<file path="src/rtl/binary_morphology_pkg.sv">
// binary_morphology_pkg: sequencer state IDs, filter modes and FSM encoding for the morphology stage
package binary_morphology_pkg;
   localparam logic [2:0] STATE_BOX_FILTER = 3'd1;
   localparam logic [2:0] STATE_MORPH      = 3'd2;
   localparam logic MODE_ERODE  = 1'b0;
   localparam logic MODE_DILATE = 1'b1;
   typedef enum logic [1:0] {IDLE, SCAN, WRITE, DONE} morph_state_t;
endpackage

</file>
<file path="src/rtl/binary_morphology_window_addr.sv">
// morph_window_addr: 3x3 neighbour address for window tap kidx around pixel pos, clamped, with in-image flag
module morph_window_addr #(
   parameter int WIDTH_BITS  = 8,
   parameter int HEIGHT_BITS = 8
) (
   input  logic [WIDTH_BITS+HEIGHT_BITS-1:0] pos,
   input  logic [3:0]                        kidx,
   output logic [WIDTH_BITS-1:0]             col,
   output logic [HEIGHT_BITS-1:0]            row,
   output logic                              in_range
);
   logic [1:0] kr, kc;
   logic signed [WIDTH_BITS+1:0]  nc;
   logic signed [HEIGHT_BITS+1:0] nr;
   // two extra bits hold the sign for -1 and the carry for WIDTH/HEIGHT
   always_comb begin
      kr = kidx >= 4'd6 ? 2'd2 : kidx >= 4'd3 ? 2'd1 : 2'd0;
      kc = 2'(kidx - {2'b00, kr} * 4'd3);
      nc = {2'b00, pos[WIDTH_BITS-1:0]} + {WIDTH_BITS'(0), kc} - (WIDTH_BITS+2)'(1);
      nr = {2'b00, pos[WIDTH_BITS+HEIGHT_BITS-1:WIDTH_BITS]} + {HEIGHT_BITS'(0), kr} - (HEIGHT_BITS+2)'(1);
      col = nc[WIDTH_BITS+1] ? '0 : nc[WIDTH_BITS] ? '1 : nc[WIDTH_BITS-1:0];
      row = nr[HEIGHT_BITS+1] ? '0 : nr[HEIGHT_BITS] ? '1 : nr[HEIGHT_BITS-1:0];
      in_range = ~|nc[WIDTH_BITS+1:WIDTH_BITS] & ~|nr[HEIGHT_BITS+1:HEIGHT_BITS];
   end
endmodule

</file>
<file path="src/rtl/binary_morphology.sv">
// binary_morphology: 3x3 erosion/dilation of a 1-bit image, one pixel per 10 cycles, stalls when not selected
module binary_morphology
   import binary_morphology_pkg::*;
#(
   parameter int WIDTH_BITS  = 8,
   parameter int HEIGHT_BITS = 8,
   parameter int WIDTH       = 2**WIDTH_BITS,
   parameter int HEIGHT      = 2**HEIGHT_BITS,
   parameter int STAGE_ID    = 2
) (
   input  logic                   clock,
   input  logic                   reset,
   input  logic [2:0]             global_state,
   input  logic                   mode,
   output logic [WIDTH_BITS-1:0]  oSrcCol,
   output logic [HEIGHT_BITS-1:0] oSrcRow,
   input  logic                   iSrcData,
   output logic [WIDTH_BITS-1:0]  oDstCol,
   output logic [HEIGHT_BITS-1:0] oDstRow,
   output logic                   oDstData,
   output logic                   oDstWren,
   output logic                   finished
);
   localparam int PB = WIDTH_BITS + HEIGHT_BITS;
   morph_state_t state;
   logic [PB-1:0] pos;
   logic [3:0] kidx;
   logic acc, latched_mode, in_range, active, sample, folded;
   morph_window_addr #(.WIDTH_BITS(WIDTH_BITS), .HEIGHT_BITS(HEIGHT_BITS)) u_addr (
      .pos(pos), .kidx(kidx), .col(oSrcCol), .row(oSrcRow), .in_range(in_range)
   );
   // off-image taps use the identity of the fold so edges are unaffected
   always_comb begin
      active = global_state == 3'(STAGE_ID);
      sample = in_range ? iSrcData : ~latched_mode;
      folded = kidx == 4'd0 ? sample : latched_mode == MODE_DILATE ? acc | sample : acc & sample;
   end
   always_ff @(posedge clock or posedge reset) begin
      if (reset) begin
         state <= IDLE;
         pos <= '0;
         kidx <= '0;
         acc <= 1'b0;
         latched_mode <= 1'b0;
         oDstCol <= '0;
         oDstRow <= '0;
         oDstData <= 1'b0;
         oDstWren <= 1'b0;
         finished <= 1'b0;
      end else begin
         oDstWren <= 1'b0;
         case (state)
            IDLE: if (active && !finished) begin
               latched_mode <= mode;
               pos <= '0;
               kidx <= '0;
               state <= SCAN;
            end
            SCAN: if (active) begin
               acc <= folded;
               kidx <= kidx == 4'd8 ? 4'd0 : kidx + 4'd1;
               state <= kidx == 4'd8 ? WRITE : SCAN;
            end
            WRITE: if (active) begin
               oDstData <= acc;
               oDstCol <= pos[WIDTH_BITS-1:0];
               oDstRow <= pos[PB-1:WIDTH_BITS];
               oDstWren <= 1'b1;
               if (pos == PB'(WIDTH*HEIGHT-1)) begin
                  finished <= 1'b1;
                  state <= DONE;
               end else begin
                  pos <= pos + 1'b1;
                  kidx <= '0;
                  state <= SCAN;
               end
            end
            default: state <= DONE;
         endcase
      end
   end
endmodule

</file>
<file path="config.mk">
export PLATFORM = sky130hd
export DESIGN_NAME = binary_morphology
export DESIGN_NICKNAME = d
export VERILOG_FILES = /design/src/rtl/binary_morphology_pkg.sv /design/src/rtl/binary_morphology_window_addr.sv /design/src/rtl/binary_morphology.sv
export SDC_FILE = /design/constraint.sdc
export NUM_CORES = 1
export LEC_CHECK = 0
export BUFFER_PORTS_ARGS = -buffer_cell sky130_fd_sc_hd__clkbuf_2
export CAP_MARGIN = 0
export CELL_PAD_IN_SITES_DETAIL_PLACEMENT = 1
export CELL_PAD_IN_SITES_GLOBAL_PLACEMENT = 1
export CORE_AREA = 10 10 102 150
export DETAILED_ROUTE_END_ITERATION = 10
export DIE_AREA = 0 0 112 160
export HOLD_SLACK_MARGIN = 0.05
export PLACE_DENSITY_LB_ADDON = 0.15
export SKIP_CTS_REPAIR_TIMING = 1
export SLEW_MARGIN = 40
export SYNTH_ARGS = -nofsm -noshare
export SYNTH_HDL_FRONTEND = slang
export SYNTH_SLANG_ARGS = --single-unit
</file>
<file path="constraint.sdc">
create_clock -name clock -period 4.4 [get_ports clock]
set_input_delay 0.22 -clock clock [delete_from_list [all_inputs] [get_ports clock]]
set_output_delay 0.22 -clock clock [all_outputs]
set_load 0.01 [all_outputs]
</file>
## Yosys cells after proc, flatten, opt, wreduce, memory -nomap -nowiden

Cells that the tools add are included.

| cells by class | value |
|---|---|
| shift operators | 0 |
| bitwise gates (word level) | 4 |
| mux-type cells | 27 |
| $add $sub $neg | 7 |
| equal/unequal tests | 9 |
| order comparisons | 2 |
| div/mod/pow operators | 0 |
| reductions and logical operators | 17 |
| multipliers | 1 |

Operator list:

| cell | number |
|---|---|
| $mux 16 | 3 |
| $mux 8 | 4 |
| $pmux 16 s2 | 1 |
| $mux 4 | 5 |
| $sub 10x1->10 const B | 2 |
| $add 8x2->9 | 2 |
| $add 16x1->16 const B | 1 |
| $eq 16x16->1 const B | 1 |
| $mux 2 | 6 |
| $pmux 4 s3 | 1 |
| $ne 2x2->1 const B | 4 |
| $mux 1 | 6 |
| $pmux 2 s3 | 1 |
| $reduce_and 2->1 | 3 |
| $reduce_and 3->1 | 2 |
| $reduce_and 5->1 | 1 |
| $add 4x1->4 const B | 1 |
| $eq 4x4->1 const B | 1 |
| $ge 4x2->1 const B | 1 |
| $ge 4x3->1 const B | 1 |
| $logic_not 4->1 | 1 |
| $reduce_and 4->1 | 1 |
| $reduce_or 2->1 | 2 |
| $eq 3x2->1 const B | 1 |
| other kinds (12) | 15 |

| storage, ports and cells | value |
|---|---|
| output and inout bits | 35 |
| memories | 0 |
| logic and storage cells | 77 |
| bits in read-only memories | 0 |
| input bits | 7 |
| bits in latches | 0 |
| register bits | 43 |
| bits in writable memories | 0 |

## Longest topological paths before layout

| depth | value |
|---|---|
| depth after elaboration | 14 |
| mapped depth | 18 |
| gate-level depth less buffers | 18 |

## Modules after synthesis

A second synthesis with hierarchy kept.

| second synthesis, totals | value |
|---|---|
| cell total of the unflattened synthesis | 368 |
| area total of the unflattened synthesis | 3,154.3 um^2 |

By module, submodules not included:

| module | seq. area each (um^2) | times used | cells an instance | area each (um^2) |
|---|---|---|---|---|
| binary_morphology | 1,076.0 | 1 | 235 | 2,194.6 |
| morph_window_addr | 0.0 | 1 | 133 | 959.7 |

## Least setup slack after synthesis

No wires, ideal clock.

| path | value |
|---|---|
| path kind | flip-flop to output port |
| from | register kidx[0] |
| to | output oSrcCol[6] |
| data required time | 4,180 ps |
| path slack | 680 ps |
| stages on the path, launching flop included | 19 |
| buffers on the path | 2 |
| data arrival time | 3,500 ps |
| path through | dfrtp_1 -> inv_1 -> ha_1 -> o21a_1 -> nor2_1 -> inv_1 -> nor2_1 -> ha_1 -> clkbuf_1 -> ha_1 -> fa_1 -> clkbuf_1 -> or2_2 -> o21ai_0 -> a21oi_1 -> nor2_1 -> xnor2_1 -> nor3_1 -> a211oi_1 |

| on the way | value |
|---|---|
| longest elaborated chain between the ends | 9 |
| elaborated cells between the ends (all ways) | 10 |
| those cells by class | add/sub (3); mul (1); order compare (2); mux (4) |

RTL lines:

| element | line | text |
|---|---|---|
| start, declared | binary_morphology.sv:27 | `logic [3:0] kidx;` |
| start signal, assigned | binary_morphology.sv:61 | `kidx <= kidx == 4'd8 ? 4'd0 : kidx + 4'd1;` |
| $ge 4x2->1 | binary_morphology_window_addr.sv:17 | `kr = kidx >= 4'd6 ? 2'd2 : kidx >= 4'd3 ? 2'd1 : 2'd0;` |
| $mux 1 | binary_morphology_window_addr.sv:17 |  |
| $mux 2 | binary_morphology_window_addr.sv:17 |  |
| $mul 2x1->2 | binary_morphology_window_addr.sv:18 | `kc = 2'(kidx - {2'b00, kr} * 4'd3);` |
| $sub 2x2->2 (*) | binary_morphology_window_addr.sv:18 |  |
| $add 8x2->9 (*) | binary_morphology_window_addr.sv:19 | `nc = {2'b00, pos[WIDTH_BITS-1:0]} + {WIDTH_BITS'(0), kc} - (WIDTH_BITS+2)'(1);` |
| $sub 10x1->10 (*) | binary_morphology_window_addr.sv:19 |  |
| $mux 8 | binary_morphology_window_addr.sv:21 | `col = nc[WIDTH_BITS+1] ? '0 : nc[WIDTH_BITS] ? '1 : nc[WIDTH_BITS-1:0];` |
| $mux 8 (*) | binary_morphology_window_addr.sv:21 |  |
| end, declared | binary_morphology.sv:15 | `output logic [WIDTH_BITS-1:0] oSrcCol,` |

Mark *: on every way between the ends. The rest lies on a longest branch, timed or not.

## Worst setup path in the final report

| path | value |
|---|---|
| from | register kidx[1] |
| to | output oSrcCol[7] |

Same word-level chain as after synthesis.

==> flow_metrics.py <==
metrics = {
    "outcome": {
        "status": "finished clean",
    },
    "clocking": {
        "path_clk_slew_ns": 0.06,
        "clockRootBuffer": "clkbuf_16",
        "htree_num_levels": 2,
        "cts_buffers": 5,
        "cts_tree": "built",
        "clock_sinks": 43,
        "max-clock-path-buffers": 2,
        "clk_latency_ns": 0.29,
    },
    "grt": {
        "grt.total_usage_pct": 10.8,
        "grt_max_degree": 44,
        "grt_pass1_wl_um": 15900,
        "grt_antenna_before_repair": 0,
        "grt.overflow.total": 0,
        "grt_pass1_vias": 2973,
    },
    "finish": {
        "utilization_pct": 28.7,
        "final_common_cell": "nand2_1",
        "nets": 425,
        "layout_common_cells": "nand2_1, dfrtp_1, clkbuf_2, nor2_1, a21oi_1",
        "diodes": 0,
        "drive_above_1_share_pct": 20.5,
        "area_growth_pct": 17.6,
    },
    "sta": {
        "setup_slack_ns": 0.342,
        "slew_headroom_pct": 48.4,
        "drv_slew": 0,
        "fin_crit_ns": 4.06,
        "fmax_ghz": 0.246,
        "fin_worst_skew_ns": 0.00341,
        "setup_viol": 0,
        "period_share_pct": 92.2,
        "finalHoldViolCount": 0,
        "tightest_slew_ns": 0.773,
    },
    "critical_path": {
        "crit_required_ns": 4.18,
        "path_class": "register to output port",
        "worstSetupStartpointType": "register",
        "end_kind": "output port",
        "cp.arrival_ns": 3.84,
        "path_max_fanout": 6,
    },
    "detailed_routing": {
        "wl_um": 9320,
        "via_per_inst": 4.79,
        "wl_per_cell_um": 16.5,
        "drt_first_pass_iters": 4,
        "vias": 2701,
        "first_iter_violations": 84,
        "highest_layer": "met4",
        "drtAntennaViolNets": 0,
        "wl_met2_um": 5110,
        "drc": 0,
        "wl_met3_um": 210,
        "wl_met1_um": 3890,
    },
    "placed_design": {
        "pre_cts_ws_ns": 0.491,
        "gp_congestion": 0.762,
        "dpl.hpwl_um": 7140,
        "port_buffers": 41,
    },
    "die": {
        "pin_count": 42,
        "initial_core_util_pct": 24.4,
        "die_w_um": 112,
        "die-area_mm2": 0.0179,
        "die_y_um": 160,
        "fp.coreArea_mm2": 0.0127,
        "rows": 51,
    },
    "power": {
        "peakVddDrop_mv": 0.240,
        "leakagePower_nw": 1.71,
        "power.density_mw_per_mm2": 666,
    },
    "logic_synthesis": {
        "synth_area_per_cell_um2": 8.32,
        "yosys-top-cells-area": "dfrtp_1, nand2_1, xor2_1",
        "synth_top_area_share_pct": 34.8,
        "synthArstFlopShare_pct": 100,
        "synth_cells": 372,
        "ys.flop_type": "dfrtp_1",
        "synth-seq-cells": 43,
        "syn_nets": 392,
        "yosysSeqAreaShare_pct": 34.8,
        "synth_edf_count": 0,
        "ys_types": 64,
        "yosysTopAreaCell": "dfrtp_1",
        "syn_area_mm2": 0.00309,
        "yosys_warnings": 0,
    },
    "worst_hold_path": {
        "hold_class": "input port to register",
    },
    "run": {
        "drv_cap": 0,
    },
}
-- layer usage --
layer / track usage [%] / vias to the layer above
met1: 11.9 / 1340
met4: 2.95 / 0
met2: 20.4 / 25
met5: 0 / -
li1: - / 1330
met3: 1.99 / 6
-- metrics by stage --
step	setup TNS (ns)	power (mW)	hold slack, ns	instances	instance area (µm²)
after floorplan	0	1.48	0.337	372	3090
after global placement	0	1.93	0.429	553	3410
after detailed placement	0	1.94	0.333	553	3410
after CTS	0	2.38	0.0219	560	3570
after global routing	-0.0257	2.67	0.168	564	3640
final	0	2.42	0.135	564	3640
-- worst max-delay path, stage by stage (launching register included) --
cell      delay (ns)
dfrtp_1         0.45
ha_1            0.21
o21a_1          0.16
nor2_1          0.09
buf_4           0.14
inv_1           0.06
nor2_2          0.13
ha_1            0.18
xor2_1          0.19
xnor2_1         0.19
ha_1            0.32
a21o_4          0.25
mux2_2          0.29
o22ai_2         0.15
nand3_2         0.17
a21o_1          0.20
xnor2_1         0.11
o21ai_0         0.10
clkbuf_2        0.14
-- registers in the layout (all words and copies together) (netlist names) --
name and cells:
kidx 4, oDstCol 8, latched_mode 1, oDstWren 1
oDstData 1, finished 1, pos 16, state 2
oDstRow 8, acc 1
-- cell type report --
class / count / area, µm²
well taps: 159 / 199
clock inverters: 1 / 30.0
multi-input cells: 292 / 1890
clock buffers: 6 / 129
repair buffers: 48 / 260
fillers: 1533 / 9060
flip-flops and latches: 43 / 1080
inverters: 15 / 58.8
-- Yosys cell counts (2+ instances only) --
master and number:
or3b_1 2, dfrtp_1 43, o21ai_0 17, xnor2_1 14
a32o_1 2, and2_1 2, nor2b_1 2, buf_2 8
or2_2 3, mux2i_1 4, ha_1 11, or3_1 3
nor3_1 10, buf_4 5, a21oi_1 25, a22oi_1 2
and3_1 3, nand3_1 12, mux2_2 2, inv_1 14
nand2b_1 3, clkbuf_1 7, nand3b_1 2, a21o_1 4
nor3b_1 3, nand4_1 8, a211oi_1 3, nor2_1 29
fa_1 2, xor2_1 20, nand2_1 74
-- path summary, 6_finish.rpt --
check                      cells after the start  slack (ns)                   start                        to
setup / recovery                              18        0.34     kidx[1]$_DFFE_PP0P_                oSrcCol[7]
hold / removal                                 3        0.14                    mode  latched_mode$_DFFE_PP0P_
setup reg to reg                              18        0.57     kidx[1]$_DFFE_PP0P_           acc$_DFFE_PP0P_
hold reg to reg                                2        0.48  oDstRow[4]$_DFFE_PP0P_    oDstRow[4]$_DFFE_PP0P_
max in group asynchronous                      3        3.45                   reset      state[0]$_DFFE_PP0P_
min in group asynchronous                      3        0.53                   reset    oDstCol[5]$_DFFE_PP0P_
-- cell families after synthesis --
| family | share of synthesized area (%) |
|---|---|
| xor gates and xnor gates | 11.0 |
| adders and majority gates | 5.74 |
| DFF | 34.8 |
| buffers and inverters | 5.66 |
| muxes | 2.02 |
| AOI/OAI and AO/OA | 13.8 |
| and+or+nand+nor | 26.9 |
-- where the power goes --
part	leakage [nW]	switching, mW	internal, mW
registers	0.575	0.0498	0.433
clock network	0.0769	0.162	0.265
logic	1.06	0.850	0.665
Power figures use the tool's default switching activity.
